## src/rtl/pixel_pack_writer.sv

```systemverilog
// Packs PPW camera pixels into one SRAM word and writes words through a 2-entry buffer over
// a req/ready handshake. Frames are bounded by vsync and an optional end-of-image marker.
module pixel_pack_writer #(
   parameter int                 PIX_W      = 8,
   parameter int                 PPW        = 2,
   parameter int                 ADDR_W     = 16,
   parameter logic [2*PIX_W-1:0] EOF_MARKER = 16'hFFD9,
   parameter bit                 EOF_EN     = 1'b1,
   parameter logic               VSYNC_ACT  = 1'b0,
   parameter logic [PIX_W-1:0]   PAD_PIX    = 8'h00
) (
   input  logic                 clk,
   input  logic                 reset,
   input  logic                 vsync,
   input  logic                 pixel_valid,
   input  logic [PIX_W-1:0]     pixel_data,
   input  logic [ADDR_W-1:0]    pixel_addr,
   output logic                 sram_req,
   input  logic                 sram_ready,
   output logic [ADDR_W-1:0]    sram_addr,
   output logic [PIX_W*PPW-1:0] sram_data,
   output logic                 frame_end,
   output logic                 err_overflow,
   output logic                 err_vsync,
   output logic                 capture_rst_n
);

   localparam int WORD_W = PIX_W * PPW;
   localparam int LANE_W = (PPW > 1) ? $clog2(PPW) : 1;
   localparam int SHIFT  = $clog2(PPW);
   localparam logic [LANE_W-1:0] LANE_MAX = LANE_W'(PPW - 1);

   typedef enum logic [1:0] {WAIT_ACT, WAIT_IDLE, CAPTURE, FLUSH} state_e;

   state_e            state_q, state_d;
   logic [LANE_W-1:0] lane_q, lane_d;
   logic [WORD_W-1:0] word_q, word_d;
   logic [ADDR_W-1:0] addr_q, addr_d;
   logic [PIX_W-1:0]  prev_q, prev_d;
   logic [ADDR_W-1:0] fifo_addr_q [2];
   logic [ADDR_W-1:0] fifo_addr_d [2];
   logic [WORD_W-1:0] fifo_data_q [2];
   logic [WORD_W-1:0] fifo_data_d [2];
   logic [1:0]        count_q, count_d;
   logic              rd_ptr_q, rd_ptr_d, wr_ptr_q, wr_ptr_d;
   logic              frame_end_q, frame_end_d;
   logic              err_ovf_q, err_ovf_d, err_vs_q, err_vs_d;

   logic              vsync_act, hit, push, push_ok, pop;
   logic [ADDR_W-1:0] push_addr;
   logic [WORD_W-1:0] push_data;

   assign sram_req      = (count_q != 2'd0);
   assign sram_addr     = fifo_addr_q[rd_ptr_q];
   assign sram_data     = fifo_data_q[rd_ptr_q];
   assign frame_end     = frame_end_q;
   assign err_overflow  = err_ovf_q;
   assign err_vsync     = err_vs_q;
   assign capture_rst_n = (state_q == CAPTURE) || (state_q == FLUSH);

   always_comb begin
      // NOTE: every value written here gets a default first, so no path leaves a latch behind.
      state_d     = state_q;
      lane_d      = lane_q;
      word_d      = word_q;
      addr_d      = addr_q;
      prev_d      = prev_q;
      fifo_addr_d = fifo_addr_q;
      fifo_data_d = fifo_data_q;
      count_d     = count_q;
      rd_ptr_d    = rd_ptr_q;
      wr_ptr_d    = wr_ptr_q;
      frame_end_d = 1'b0;
      err_ovf_d   = err_ovf_q;
      err_vs_d    = err_vs_q;
      push        = 1'b0;
      push_ok     = 1'b0;
      hit         = 1'b0;
      vsync_act   = (vsync == VSYNC_ACT);
      pop         = sram_req && sram_ready;

      // Outgoing word: lanes already packed, the current pixel, then padding.
      push_addr = ((lane_q == '0) ? pixel_addr : addr_q) >> SHIFT;
      push_data = '0;
      for (int k = 0; k < PPW; k++) begin
         if (k < int'(lane_q))       push_data[k*PIX_W +: PIX_W] = word_q[k*PIX_W +: PIX_W];
         else if (k == int'(lane_q)) push_data[k*PIX_W +: PIX_W] = pixel_data;
         else                        push_data[k*PIX_W +: PIX_W] = PAD_PIX;
      end

      case (state_q)
         WAIT_ACT: begin
            if (vsync_act) state_d = WAIT_IDLE;
         end
         WAIT_IDLE: begin
            if (!vsync_act) begin
               state_d = CAPTURE;
               lane_d  = '0;
               prev_d  = '0;
            end
         end
         CAPTURE: begin
            if (vsync_act) begin
               err_vs_d = 1'b1;
               lane_d   = '0;
               state_d  = FLUSH;
            end else if (pixel_valid) begin
               hit = EOF_EN && ({prev_q, pixel_data} == EOF_MARKER);
               word_d[int'(lane_q)*PIX_W +: PIX_W] = pixel_data;
               if (lane_q == '0) addr_d = pixel_addr;
               prev_d = pixel_data;
               push   = (lane_q == LANE_MAX) || hit;
               lane_d = push ? '0 : lane_q + 1'b1;
               if (hit) state_d = FLUSH;
            end
         end
         FLUSH: begin
            if (count_q == 2'd0) begin
               frame_end_d = 1'b1;
               state_d     = WAIT_IDLE;
            end
         end
         default: state_d = WAIT_ACT;
      endcase

      // A pop in the same cycle frees the slot, so a full buffer can still take the push.
      if (push) begin
         if ((count_q != 2'd2) || pop) begin
            push_ok                 = 1'b1;
            fifo_addr_d[wr_ptr_q]   = push_addr;
            fifo_data_d[wr_ptr_q]   = push_data;
            wr_ptr_d                = ~wr_ptr_q;
         end else begin
            err_ovf_d = 1'b1;
         end
      end
      if (pop) rd_ptr_d = ~rd_ptr_q;
      if (push_ok && !pop)      count_d = count_q + 2'd1;
      else if (!push_ok && pop) count_d = count_q - 2'd1;
   end

   always_ff @(posedge clk) begin
      if (reset) begin
         state_q     <= WAIT_ACT;
         lane_q      <= '0;
         word_q      <= '0;
         addr_q      <= '0;
         prev_q      <= '0;
         count_q     <= '0;
         rd_ptr_q    <= 1'b0;
         wr_ptr_q    <= 1'b0;
         frame_end_q <= 1'b0;
         err_ovf_q   <= 1'b0;
         err_vs_q    <= 1'b0;
         // NOTE: buffer storage is reset because the head entry drives sram_addr/sram_data directly.
         for (int i = 0; i < 2; i++) begin
            fifo_addr_q[i] <= '0;
            fifo_data_q[i] <= '0;
         end
      end else begin
         // NOTE: non-blocking updates so every flop samples the pre-edge values.
         state_q     <= state_d;
         lane_q      <= lane_d;
         word_q      <= word_d;
         addr_q      <= addr_d;
         prev_q      <= prev_d;
         count_q     <= count_d;
         rd_ptr_q    <= rd_ptr_d;
         wr_ptr_q    <= wr_ptr_d;
         frame_end_q <= frame_end_d;
         err_ovf_q   <= err_ovf_d;
         err_vs_q    <= err_vs_d;
         fifo_addr_q <= fifo_addr_d;
         fifo_data_q <= fifo_data_d;
      end
   end

endmodule

```

## config.mk

```make
export PLATFORM = sky130hd
export DESIGN_NAME = pixel_pack_writer
export DESIGN_NICKNAME = d
export VERILOG_FILES = /design/src/rtl/pixel_pack_writer.sv
export SDC_FILE = /design/constraint.sdc
export NUM_CORES = 1
export LEC_CHECK = 0
export CAP_MARGIN = 20
export CORE_MARGIN = 4
export CORE_UTILIZATION = 50
export CTS_CLUSTER_DIAMETER = 80
export DETAILED_ROUTE_END_ITERATION = 10
export GPL_TIMING_DRIVEN = 1
export PLACE_DENSITY = 0.76
export REMOVE_ABC_BUFFERS = 1
export SYNTH_ARGS = -nofsm -noshare
export SYNTH_HDL_FRONTEND = slang
export SYNTH_SLANG_ARGS = --single-unit
```

## constraint.sdc

```tcl
create_clock -name clk -period 3.22 [get_ports clk]
set_clock_uncertainty 0.15 [all_clocks]
set_input_delay 0.966 -clock clk [delete_from_list [all_inputs] [get_ports clk]]
set_output_delay 0.966 -clock clk [all_outputs]
set_load 0.05 [all_outputs]
```

### Word-level counts from Yosys, hierarchy flattened

Index checks and enable logic that the tools add are counted.

* $add $sub $neg: 4
* multipliers: 0
* divide/modulo/power cells: 0
* $lt $le $gt $ge: 4
* equal/unequal tests: 12
* shift operators: 2
* muxes and demuxes: 39
* bitwise logic cells: 8
* reduce and logical (&&, ||, !) cells: 23

Operator list (number)
* 16-bit two-way mux: 8
* 32-bit bitwise mux: 2
* 8-bit two-way mux: 6
* 4-bit negation with 33-bit output: 1
* 8-bit by 33-bit variable shift with 16-bit output (first input constant): 1
* 8-bit by 33-bit indexed part select with 16-bit output: 1
* 16-bit bitwise mux: 1
* 16-bit demux with 1-bit select: 1
* 16-bit equality test (second input constant): 1
* 2-bit two-way mux: 8
* 8-bit one-hot mux with 2 select lines: 1
* 1-bit two-way mux: 10
* 2-bit inequality test (second input constant): 5
* 2-bit one-hot mux with 4 select lines: 1
* 4-bit AND reduction: 2
* 1-bit NOT: 6
* 2-bit AND reduction: 3
* 3-bit AND reduction: 2
* 2-bit nonzero test: 3
* 5-bit AND reduction: 1
* 2-bit equality test (second input constant): 2
* 2-bit greater-or-equal comparator (second input constant): 2
* 1-bit logical AND: 4
* 2-bit zero test: 2
* other kinds (14): 18

* bits in registers: 114
* bits in latches: 0
* memory bits (writable): 0
* memory bits (read-only): 0
* input bits: 29
* logic and storage cells: 108
* memories: 0

### Longest topological paths before layout

Gate-level depths: netlist (run 1).

* depth in word-level cells: 10
* depth in mapped cells: 9
* mapped depth without buffers: 8

### Least setup slack after synthesis (run 1)

Ideal clock, no wire load.

* path type: in2reg
* from: input pixel_data[2]
* to: register count_q[1]
* library setup time: 0.070 ns
* arrival: 3.090 ns
* slack: -0.090 ns
* cell stages on the path: 8
* buffers on the path: 2
* cells stage by stage: buf_2 > nand4bb_4 > o41a_4 > nor3_2 > buf_2 > ha_1 > or3_1 > a21oi_1

* word-level cells in the longest chain between the ends: 9
* elaborated cells between the ends (all ways): 11
* those cells by class: eq/ne (1); mux (5); reduce/logical (5)

RTL lines
* start, declared: line 16 `input logic [PIX_W-1:0] pixel_data,`
* 16-bit equality test *: line 108 `hit = EOF_EN && ({prev_q, pixel_data} == EOF_MARKER);`
* 1-bit logical OR *: line 112 `push = (lane_q == LANE_MAX) || hit;`
* 1-bit two-way mux *: line 107 `end else if (pixel_valid) begin`
* 1-bit two-way mux *: line 103 `if (vsync_act) begin`
* 1-bit two-way mux *: line 91 `case (state_q)`
* 1-bit two-way mux *: line 127 `if (push) begin`
* 1-bit zero test: line 139 `else if (!push_ok && pop) count_d = count_q - 2'd1;`
* 1-bit logical AND: line 139
* 2-bit nonzero test (no source line)
* end signal, assigned: line 167 `count_q <= count_d;`
* end, declared: line 44 `logic [1:0] count_q, count_d;`

Mark *: on every way between the ends. The rest lies on a longest branch, timed or not.
A chain may end at the register's enable or synchronous reset.

### Worst setup path after layout (run 1)

* from: input pixel_data[7]
* to: register state_q[0]

* word-level cells in the longest chain between the ends: 3

RTL lines
* 16-bit equality test: line 108
* 3-bit by 2-bit inequality test with 1-bit output (no source line)
* 5-bit AND reduction (no source line)
* end signal, assigned: line 162 `state_q <= state_d;`
* end, declared: line 35 `state_e state_q, state_d;`

Every way passes these cells.

==> results.py, run 1 <==
metrics = {
    "yosys": {
        "synth_top_cell_by_area": "dfxtp_1",
        "yosys_warnings": 0,
        "synthFlopType": "dfxtp_1",
        "synth_cell_types": 42,
        "netlist_instances": 528,
        "seq_area_frac_synth_pct": 41.2,
        "yosysTopAreaCellShare_pct": 41.2,
        "synth_edf_count": 0,
        "async_reset_ff_share_pct": 0,
        "synth_area_leaders": "dfxtp_1, mux2i_1, mux2_2, nand2b_1, a21oi_1",
        "netlist_area_sq_um": 5010,
        "syn_avg_cell_area_sq_um": 9.49,
        "ys_seq_elements": 103,
    },
    "power_and_ir_drop": {
        "powerDensity_nw_per_um2": 467,
        "vdd_drop_max_uv": 503,
        "finalPower_mw": 2.80,
        "leakage_nw": 2.27,
    },
    "die": {
        "dieWidth_um": 108,
        "die_h_um": 108,
        "rows": 36,
        "core_area_sq_um": 9770,
        "initial_core_util_pct": 51.2,
        "ios": 66,
        "dieArea_sq_um": 11700,
    },
    "global_route": {
        "grt_overflow": 0,
        "grt_pass1_wl_um": 18100,
        "antenna_found_initial": 0,
        "grt_usage_pct": 19.3,
        "grt_max_degree": 62,
        "grt_pass1_vias": 3738,
    },
    "drt": {
        "routed_wl_um": 11100,
        "m1WireLength_um": 4990,
        "met2_length_um": 5430,
        "first_pass_iters": 5,
        "drtAntennaViolNets": 0,
        "vias": 3949,
        "drc": 0,
        "via_per_inst": 5.50,
        "avgRoutedWirePerCell_um": 15.4,
        "met3RoutedLength_um": 556,
        "drt_iter0_drc": 239,
        "routed.top_layer": "met4",
    },
    "cts": {
        "cts.clk_slew.worst_paths_ns": 0.11,
        "cts_tree": "built",
        "postCtsHoldBufs": 0,
        "clock_sinks": 103,
        "cts_resized": 0,
        "htreeDepth": 3,
        "clockRootBuffer": "clkbuf_8",
        "cts_setup_buffers": 0,
        "cts_made_buffers": 9,
        "cts_buffer_depth": 2,
        "clkLatencyLatePin_ns": 0.36,
    },
    "finish": {
        "design_area_sq_um": 5980,
        "n_antenna_cell": 0,
        "area_growth_pct": 19.4,
        "drive_gt1_share_pct": 25.0,
        "nets": 614,
        "fillCellCount": 811,
    },
    "sta": {
        "hold_viol": 0,
        "fmax_mhz": 339,
        "setup_tns_ns": 0,
        "setup_viol": 0,
        "rsz0062_at_grt": "false",
        "worst_pin_slew_ns": 0.502,
        "slew_headroom_pct": 66.4,
        "fin_crit_ns": 2.95,
        "min_period_over_period_pct": 91.6,
        "maxSlewViolCount": 0,
    },
    "worst_hold_path": {
        "min_path_type": "register to register",
        "hold_depth": 2,
    },
    "critical_path": {
        "worstPathRequired_ns": 3.34,
        "slowest_delay_ns": 0.72,
        "critPathMaxFanout": 2,
        "rrSetupSlack_ns": 1.02,
        "arrival_ns": 3.06,
        "startpoint_type": "input pin",
        "cp-end-kind": "register",
        "cp_slowest_cell": "or4_2",
        "cp_cell_sequence": "clkdlybuf4s50_1 > nand4b_4 > or4_2 > a221oi_2 > mux2_2",
        "worstSetupPathType": "input pin to register",
        "ff2ff_path_depth": 8,
    },
    "job": {
        "max_cap_viol_count": 0,
    },
    "placement": {
        "dp_hpwl_um": 7250,
        "portBuffers": 63,
        "place_area_sq_um": 5730,
        "gp_congestion": 0.847,
    },
    "run_status": {
        "outcome": "finished clean",
    },
}
placed cells by master, fill, tap and decap left out, drive strengths merged, types with 2 or more instances in the layout:
cell type,synthesis,routed
clkinv,0,2
clkdlybuf4s50,0,30
xor2,3,3
nand2b,49,49
a211oi,8,8
ha,5,5
a21oi,53,53
and2,2,2
nand4,10,10
or2,25,25
buf,24,60
dfxtp,103,103
a311oi,8,8
nor2,8,8
nor3,2,2
o21ai,10,10
mux2i,70,70
nand3,11,11
or4,2,2
inv,7,11
a31oi,9,9
nand2,48,48
nor3b,2,2
mux2,32,32
clkbuf,26,9
cell families (layout without fill, tap and decap cells):
family          after synthesis  in the layout  share of synthesized area [%]
other cells                   1              1                         0.0749
compound gates               92             92                           11.0
fa+ha+maj                     5              5                           1.25
flops                       103            103                           41.2
xor+xnor                      3              3                          0.525
buf+inv                      57            114                           5.70
simple gates                165            165                           19.1
mux                         102            102                           21.2
final timing paths:
path | end | startpoint
setup reg to reg | count_q[1]$_SDFFE_PP0P_ | state_q[0]$_SDFFE_PP0P_
hold reg to reg | err_overflow$_SDFFE_PP0P_ | err_overflow$_SDFFE_PP0P_
setup / recovery | state_q[0]$_SDFFE_PP0P_ | pixel_data[7]
hold / removal | err_overflow$_SDFFE_PP0P_ | err_overflow$_SDFFE_PP0P_
power breakdown:
part | leakage [nW] | internal [mW] | switching, mW | total, mW
clock | 0.113 | 0.387 | 0.497 | 0.883
combinational | 1.33 | 0.229 | 0.341 | 0.571
sequential | 0.830 | 1.31 | 0.0287 | 1.34
area by class of cell:
class | count | area (sq um) | share of cell area [%]
clock buffer | 9 | 124 | 2.07
sequential | 103 | 2060 | 34.5
multi-input combinational | 368 | 2670 | 44.6
timing repair buffer | 91 | 833 | 13.9
tap | 133 | 166 | 2.78
clock inverter | 7 | 97.6 | 1.63
inverter | 7 | 26.3 | 0.439
per-layer routing:
metal  global-route usage [%]  up-vias
met2                     33.3      119
li1                         -     1940
met4                     4.42        0
met3                     3.76       14
met5                        0        -
met1                     24.9     1876
synth_stat cells (5+ instances only):
cell type,number
a311oi_1,8
dfxtp_1,103
buf_1,8
nand4_1,10
mux2i_1,70
a211oi_1,8
clkbuf_1,25
mux2_2,32
buf_2,9
or2_2,25
nand3_1,11
a21oi_1,53
o21ai_0,10
ha_1,5
nor2_1,8
a31oi_1,9
inv_1,7
nand2b_1,49
nand2_1,48
metrics by stage:
stage                     std cells  hold slack, ns  setup WS, ns  utilization (%)
final                           718           0.304         0.271             61.2
after detailed placement        701           0.291        -0.120             58.6
after CTS                       717           0.307        0.0565             60.9
after global placement          701           0.287       -0.0862             58.6
after floorplan                 478           0.280       -0.0969                -
after global routing            718           0.336         0.175             61.2
sequential cells by signal (all words and copies together), names as in the netlist, 2 cells and up:
register	flops
prev_q	8
state_q	2
count_q	2
addr_q	15
fifo_addr_q	30
word_q	8
fifo_data_q	32
worst max-delay path, delay by kind of cell:
| family | cells | cell delay, ns |
|---|---|---|
| multiplexers | 1 | 0.38 |
| AO/OA/AOI/OAI | 1 | 0.34 |
| AND/OR/NAND/NOR | 2 | 0.84 |
| buffers and inverters | 1 | 0.54 |
No activity file was read; power rests on OpenSTA's default activity.
==> inputs of run 2 (changes only) <==
==> constraint.sdc (replaced) <==
create_clock -name clk -period 3.22 [get_ports clk]
set_clock_uncertainty 0.15 [all_clocks]
set_input_delay 0.322 -clock clk [delete_from_list [all_inputs] [get_ports clk]]
set_output_delay 0.322 -clock clk [all_outputs]
set_load 0.05 [all_outputs]
==> results.py, run 2 (synthesis gave the netlist of run 1 again) <==
metrics = {
    "critical_path": {
        "critPathMaxFanout": 25,
        "arrival_ns": 2.34,
        "cp_cell_sequence": "buf_12 > mux2_2 > clkdlybuf4s50_1",
        "cp-end-kind": "primary output",
        "worstPathRequired_ns": 2.75,
        "cp_slowest_cell": "clkdlybuf4s50_1",
        "slowest_delay_ns": 0.71,
        "startpoint_type": "register",
        "worstSetupPathType": "register to primary output",
    },
    "die": {
        "dieWidth_um": 108,
        "dieArea_sq_um": 11700,
        "initial_core_util_pct": 51.2,
        "core_area_sq_um": 9770,
        "rows": 36,
        "ios": 66,
        "die_h_um": 108,
    },
    "sta": {
        "setup_viol": 0,
        "rsz0062_at_grt": "false",
        "worst_pin_slew_ns": 1.11,
        "layout_setup_ws_ns": 0.407,
        "holdWs_ns": 0.299,
        "fin_crit_ns": 2.81,
        "min_period_over_period_pct": 87.4,
        "hold_viol": 0,
        "fmax_mhz": 355,
        "slew_headroom_pct": 25.7,
        "maxSlewViolCount": 0,
        "setup_tns_ns": 0,
    },
    "placement": {
        "placed_cells": 692,
        "dp_slack_ns": 0.482,
        "portBuffers": 63,
        "place_area_sq_um": 5700,
        "gp_congestion": 0.820,
        "dp_hpwl_um": 7340,
    },
    "power_and_ir_drop": {
        "combPwrFrac_pct": 19.2,
        "finalPower_mw": 2.83,
        "swShare_pct": 28.1,
        "powerDensity_nw_per_um2": 476,
        "clockPowerShare_pct": 33.3,
        "netSwitchingPower_mw": 0.794,
        "leakage_nw": 2.12,
        "vdd_drop_max_uv": 437,
        "seqPwrFrac_pct": 47.5,
        "intPower_mw": 2.03,
    },
    "drt": {
        "drt_iter0_drc": 183,
        "drtAntennaViolNets": 0,
        "first_pass_iters": 4,
        "vias": 3861,
        "avgRoutedWirePerCell_um": 15.9,
        "routed_wl_um": 11200,
        "via_per_inst": 5.46,
        "drc": 0,
    },
    "finish": {
        "utilization_pct": 60.7,
        "fillCellCount": 837,
        "most-common-layout-cells": "dfxtp_1, mux2i_1, clkdlybuf4s50_1, a21oi_1, nand2b_1",
        "nets": 604,
        "top_regs": "fifo_data_q (32), fifo_addr_q (30), addr_q (15)",
        "regMostFlops": "fifo_data_q",
        "design_area_sq_um": 5930,
        "n_antenna_cell": 0,
        "largest_register_ffs": 32,
        "final_common_cell": "dfxtp_1",
        "drive_gt1_share_pct": 18.1,
        "layout.cells.non_filler": 707,
        "area_growth_pct": 18.5,
    },
    "global_route": {
        "grt_usage_pct": 20.0,
        "grt_pass1_vias": 3892,
        "grt_max_degree": 117,
        "antenna_found_initial": 0,
        "grt_pass1_wl_um": 18500,
        "grt_overflow": 0,
    },
    "cts": {
        "clockRootBuffer": "clkbuf_8",
        "cts_resized": 0,
        "htreeDepth": 3,
        "cts_made_buffers": 9,
        "cts_tree": "built",
        "clock_sinks": 103,
        "cts.clk_slew.worst_paths_ns": 0.09,
        "clkLatencyLatePin_ns": 0.36,
        "postCtsHoldBufs": 0,
        "cts_setup_buffers": 0,
        "cts_buffer_depth": 2,
    },
    "worst_hold_path": {
        "min_path_type": "register to register",
    },
    "job": {
        "max_cap_viol_count": 0,
    },
    "run_status": {
        "outcome": "finished clean",
    },
}
[run 2: changes by cell type in the layout (fill, tap and decap cells not counted), sizes merged]
cell / before / now
buf: 60 / 19
bufinv: 1 / 3
clkdlybuf4s50: 30 / 62
clkinv: 2 / 1
clkinvlp: 0 / 2
dlymetal6s2s: 1 / 0
inv: 11 / 7
[run 2: area by class of cell]
type	count	area, sq um	area share (%)
clock buffer	9	124	2.09
sequential	103	2060	34.8
tap	133	166	2.80
inverter	7	26.3	0.443
clock inverter	6	110	1.86
multi-input combinational	368	2670	45.0
timing repair buffer	81	776	13.1
[run 2: critical path: cells and delay by family (launching register included)]
kind / cells / cell delay, ns
buf+inv: 2 / 0.97
flops: 1 / 0.62
mux: 1 / 0.38
[run 2: layer usage]
| layer | track usage, % | wire length, um | up-vias |
|---|---|---|---|
| met5 | 0 | 0 | - |
| met4 | 4.15 | 114 | 0 |
| met3 | 5.31 | 421 | 10 |
| met2 | 35.2 | 5660 | 79 |
| met1 | 24.6 | 5020 | 1857 |
| li1 | - | - | 1915 |
[run 2: power by group through the flow]
stage / Sequential (mW) / Combinational, mW / Clock, mW
after CTS: 1.34 / 0.542 / 0.961
after global routing: 1.35 / 0.591 / 1.02
final: 1.34 / 0.544 / 0.941
after global placement: 1.37 / 0.521 / 0
after detailed placement: 1.37 / 0.538 / 0
after floorplan: 1.39 / 0.320 / 0
[run 2: worst paths after layout]
kind | cells past startpoint | start | slack [ns] | to
worst max register to register | 7 | state_q[0]$_SDFFE_PP0P_ | 0.50 | count_q[1]$_SDFFE_PP0P_
worst min-delay path | 2 | err_overflow$_SDFFE_PP0P_ | 0.30 | err_overflow$_SDFFE_PP0P_
worst min register to register | 2 | err_overflow$_SDFFE_PP0P_ | 0.30 | err_overflow$_SDFFE_PP0P_
worst max-delay path | 3 | rd_ptr_q$_SDFFE_PP0P_ | 0.41 | sram_data[10]
==> inputs of run 3 (changes only) <==
Settings changed: SLEW_MARGIN set to 20.
==> results of run 3 <==
Final layout, timing and power as in run 2 (identical DEF).
==> patch 1: new RTL, settings of run 3 <==
Change the parameter `EOF_EN` from 1'b1 to 1'b0.
--- a/src/rtl/pixel_pack_writer.sv
+++ b/src/rtl/pixel_pack_writer.sv
@@ -6,5 +6,5 @@
    parameter int                 ADDR_W     = 16,
    parameter logic [2*PIX_W-1:0] EOF_MARKER = 16'hFFD9,
-   parameter bit                 EOF_EN     = 1'b1,
+   parameter bit                 EOF_EN     = 1'b0,
    parameter logic               VSYNC_ACT  = 1'b0,
    parameter logic [PIX_W-1:0]   PAD_PIX    = 8'h00
Function: changed (Yosys sat finds a counterexample within 10 cycles, from zero or initial values and one cycle with reset high).
==> patch 1 against run 3 <==
Area after synthesis shrank 10%. Synthesized cell count shrank 13%. Hold slack gained 0.0089 ns. Setup slack gained 0.14 ns. Largest power group unchanged. Critical path depth grew 1. Utilization is essentially flat. Sequential cell count shrank 8. Sequential power shrank 7%. Power shrank 17%. Non-clock buffer count shrank 10. Fmax grew 5.4%. Routed wire length shrank 19%. Critical path type unchanged. Cell area shrank 11%. Register-to-register slack gained 0.35 ns.
==> patch 1: results (changes against run 3) <==
synthTopCellsByCount: "dfxtp_1, mux2i_1, nand2b_1"  # was dfxtp_1, mux2i_1, a21oi_1
synthCells: 459  # was 528
root_buffer: "clkbuf_8"  # unchanged
crit_fanout: 9  # was 25
place_area_um2: 5140  # was 5700 um2
dp.cells: 602  # was 692
critPathArrivalTime_ns: 2.20  # was 2.34 ns
first_iter_violations: 78  # was 183
biggestRegsByFlops: "fifo_data_q (32), fifo_addr_q (30), addr_q (15)"  # unchanged
layout-drive-gt1-share_pct: 14.5  # was 18.1%
place_ws_ns: 0.667  # was 0.482 ns
numCtsBuffers: 9  # unchanged
holdCritPathClass: "reg2reg"  # unchanged
cellLeakagePower_nw: 2.28  # was 2.12 nW
grt_max_degree: 77  # was 117
antenna_found_initial: 0  # unchanged
status: "finished clean"  # unchanged
finalWirelength_um: 9130  # was 11200 um
path_clk_slew_ns: 0.09  # about the same
synth.top_cells.by_area: "dfxtp_1, mux2i_1, nand2b_1"  # was dfxtp_1, mux2i_1, mux2_2
grt_usage_pct: 18.1  # was 20.0%
async_reset_ff_share_pct: 0  # unchanged
min_from: "word_q[1]"  # was err_overflow
post_cts_resized: 0  # unchanged
first_pass_iters: 5  # was 4
hpwl_um: 6020  # was 7340 um
grt_pass1_wl_um: 15000  # was 18500 um
nNetsFinal: 540  # was 604
antenna_cells: 0  # unchanged
clk_latency_ns: 0.35
use_met2_pct: 30.4  # was 35.2%
wl_per_cell_um: 14.8  # was 15.9 um
slew_headroom_pct: 32.9  # was 25.7%
synth_warnings: 0  # unchanged
gp_congestion: 0.702  # was 0.820
ctsHtreeMaxLevel: 3  # unchanged
via_count: 3197  # was 3861
post-cts-setup-buffers: 0  # unchanged
ant_nets: 0  # unchanged
synth-seq-area-share_pct: 42.3  # was 41.2%
synth.distinct_cells: 33  # was 42
ir_drop_uv: 330  # was 437 uV
cp-startpoint: "state_q[0]"  # was rd_ptr_q
groute.layer.met3.usage_pct: 2.77  # was 5.31%
use_met1_pct: 23.6  # was 24.6%
## patch 1: cell types whose count changed after synthesis, moves of 9 or more
cell,run 3,this run
nand3_1,11,0
mux2i_1,70,86
a21oi_1,53,27
nand2b_1,49,63
mux2_2,32,23
## patch 1: where the power goes
part	internal (mW)	switching (mW)	leakage, nW
sequential	1.21	0.0263	0.767
clock	0.278	0.397	0.0801
combinational	0.188	0.235	1.43
## patch 1: routing by layer
| metal | routed length, um | vias to the layer above | part of all wire (%) |
|---|---|---|---|
| li1 | - | 1621 | - |
| met5 | 0 | - | 0 |
| met2 | 4530 | 43 | 50 |
| met1 | 4230 | 1525 | 46 |
| met4 | 115 | 0 | 1.3 |
| met3 | 253 | 8 | 2.8 |
## patch 1: final timing paths
path / slack (ns) / depth (start not counted) / to
max: 0.55 / 4 / capture_rst_n
min: 0.31 / 2 / word_q[1]
max reg2reg: 0.85 / 5 / fifo_data_q[31]
min reg2reg: 0.31 / 2 / word_q[1]
## patch 1: layout make-up
type | count | area [um2]
sequential | 95 | 1900
tap | 108 | 135
fill | 744 | 3420
clock buffer | 12 | 135
inverter | 3 | 11.3
multi-input combinational | 325 | 2390
timing repair buffer | 71 | 698
clock inverter | 4 | 22.5
## patch 1: cells by family (layout without fill, tap and decap cells)
logic type,Yosys count,in the layout,share of synthesized area [%]
buffers and inverters,39,90,4.64
AOI/OAI and AO/OA,36,36,4.23
DFF,95,95,42.3
other,1,1,0.0833
xor gates and xnor gates,4,4,0.779
adders and majority gates,6,6,1.67
muxes,117,117,26.9
and+or+nand+nor,161,161,19.4
## patch 1: critical path, cell delays in order (launching register included)
cell and delay [ns]:
dfxtp_1 0.42, inv_1 0.09, ha_1 0.30, or2_2 0.33, clkdlybuf4s50_1 0.71
==> patch 2: new RTL, config.mk and constraints of run 3 <==
Without the edit above. Put one more register stage on the output `err_overflow`, without a reset. The value now appears one clock later. The other outputs are not delayed to match.
--- a/src/rtl/pixel_pack_writer.sv
+++ b/src/rtl/pixel_pack_writer.sv
@@ -55,5 +55,7 @@
    assign sram_data     = fifo_data_q[rd_ptr_q];
    assign frame_end     = frame_end_q;
-   assign err_overflow  = err_ovf_q;
+   always_ff @(posedge clk) begin
+      err_overflow <= err_ovf_q;
+   end
    assign err_vsync     = err_vs_q;
    assign capture_rst_n = (state_q == CAPTURE) || (state_q == FLUSH);
Formal check against the unedited RTL: not equivalent (Yosys sat finds a counterexample within 10 cycles, from zero or initial values and one cycle with reset high).
==> patch 2 against run 3 <==
Sequential cell count up 1. Utilization up 0.075 points. Routed wire length up 0.69%. Power down 2.5%. First-iteration DRC count up 58%. Non-clock buffer count up 4. Hold slack worse by 0.089 ns. Clock power down 11%. Cell count up 0.42%. Cell area down 0.34%. Setup slack better by 0.013 ns. Area after synthesis down 0.67%. Largest cell class unchanged. Largest power group unchanged. Highest routed layer unchanged.
==> patch 2: results (changes against run 3) <==
status: "finished clean"  # unchanged
nNetsFinal: 606  # was 604
cellLeakagePower_nw: 2.11  # was 2.12 nW
antenna_found_initial: 1  # was 0
grt_pass1_vias: 3818  # was 3892
wl_met2_um: 5630  # was 5660 um
r2r_slack_ns: 0.93  # was 0.50 ns
r2r_end: "count_q[1]"  # unchanged
syn_area_per_cell_um2: 9.48  # was 9.49 um2
layout-drive-gt1-share_pct: 17.9  # was 18.1%
first_pass_iters: 5  # was 4
whs_endpoint: "err_overflow"  # unchanged
clk_share_pct: 3.38  # was 3.94%
p_int_mw: 1.92  # was 2.03 mW
synth-seq-area-share_pct: 41.9  # was 41.2%
synthTopCellsByCount: "dfxtp_1, mux2i_1, a21oi_1"  # unchanged
post-cts-setup-buffers: 0  # unchanged
synth_warnings: 0  # unchanged
io_buffers: 63  # unchanged
clockBufferCount: 10  # was 9
hpwl_um: 7470  # was 7340 um
multi_input_cells: 365  # was 368
worstMarginPinSlew_ns: 0.951  # was 1.11 ns
n_fill_cell: 854  # was 837
met3_length_um: 481  # was 421 um
grt_usage_pct: 20.2  # was 20.0%
first_iter_violations: 289  # was 183
switching_share_pct: 30.2  # was 28.1%
dp.cells: 694  # was 692
multi_input_area_share_pct: 44.2  # was 45.0%
via_count: 3908  # was 3861
ir_drop_uv: 407  # was 437 uV
synth.top_cells.by_area: "dfxtp_1, mux2i_1, mux2_2"  # unchanged
biggestRegsByFlops: "fifo_data_q (32), fifo_addr_q (30), addr_q (15)"  # unchanged
groute.layer.met3.usage_pct: 4.68  # was 5.31%
endpoint: "sram_data[9]"  # was sram_data[10]
finalWirelength_um: 11300  # was 11200 um
gp_congestion: 0.842  # was 0.820
min_from: "err_ovf_q"  # was err_overflow
combinationalPowerShare_pct: 20.5  # was 19.2%
use_met2_pct: 34.2  # was 35.2%
buffer_area_share_pct: 13.8  # was 13.1%
synth_flop_cell: "dfxtp_1"  # unchanged
wl_per_cell_um: 15.9  # about the same
grt_pass1_wl_um: 18800  # was 18500 um
root_buffer: "clkbuf_8"  # unchanged
synth.distinct_cells: 40  # was 42
dr.max_layer_used: "met4"  # unchanged
antenna_cells: 1  # was 0
holdWs_ns: 0.210  # was 0.299 ns
seq_cells: 104  # was 103
seq_area_share_pct: 35.3  # was 34.8%
use_met1_pct: 25.9  # was 24.6%
nNonClkBuffers: 85  # was 81
crit_fanout: 20  # was 25
max_stage_delay_ns: 0.72
holdPathStages: 0  # was 2
wl_met1_um: 5050  # was 5020 um
==> patch 2: changes by cell type in the layout (fill, tap and decap cells not counted), moves of 2 or more <==
| cell | change |
|---|---|
| bufinv_16 | -2 |
| buf_4 | +3 |
| inv_6 | +2 |
| nand3_1 | -2 |
| dfxtp_2 | +2 |
| or4_1 | +2 |
==> patch 2: per-stage QoR <==
| step | area, um2 | TNS (ns) | setup slack (ns) | utilization [%] |
|---|---|---|---|---|
| after CTS | 5910 | 0 | 0.411 | 60.8 |
| after global placement | 5710 | 0 | 0.370 | 58.7 |
| final | 5910 | 0 | 0.420 | 60.8 |
| after floorplan | 4720 | -0.160 | -0.0200 | - |
| after global routing | 5910 | 0 | 0.373 | 60.8 |
| after detailed placement | 5710 | 0 | 0.307 | 58.7 |
==> patch 2: cells by family after synthesis <==
family | synth area share (%)
simple gates | 18.4
flops | 41.9
mux | 21.3
compound gates | 10.8
buf+inv | 5.73
fa+ha+maj | 1.26
xor+xnor | 0.528
other cells | 0.0754
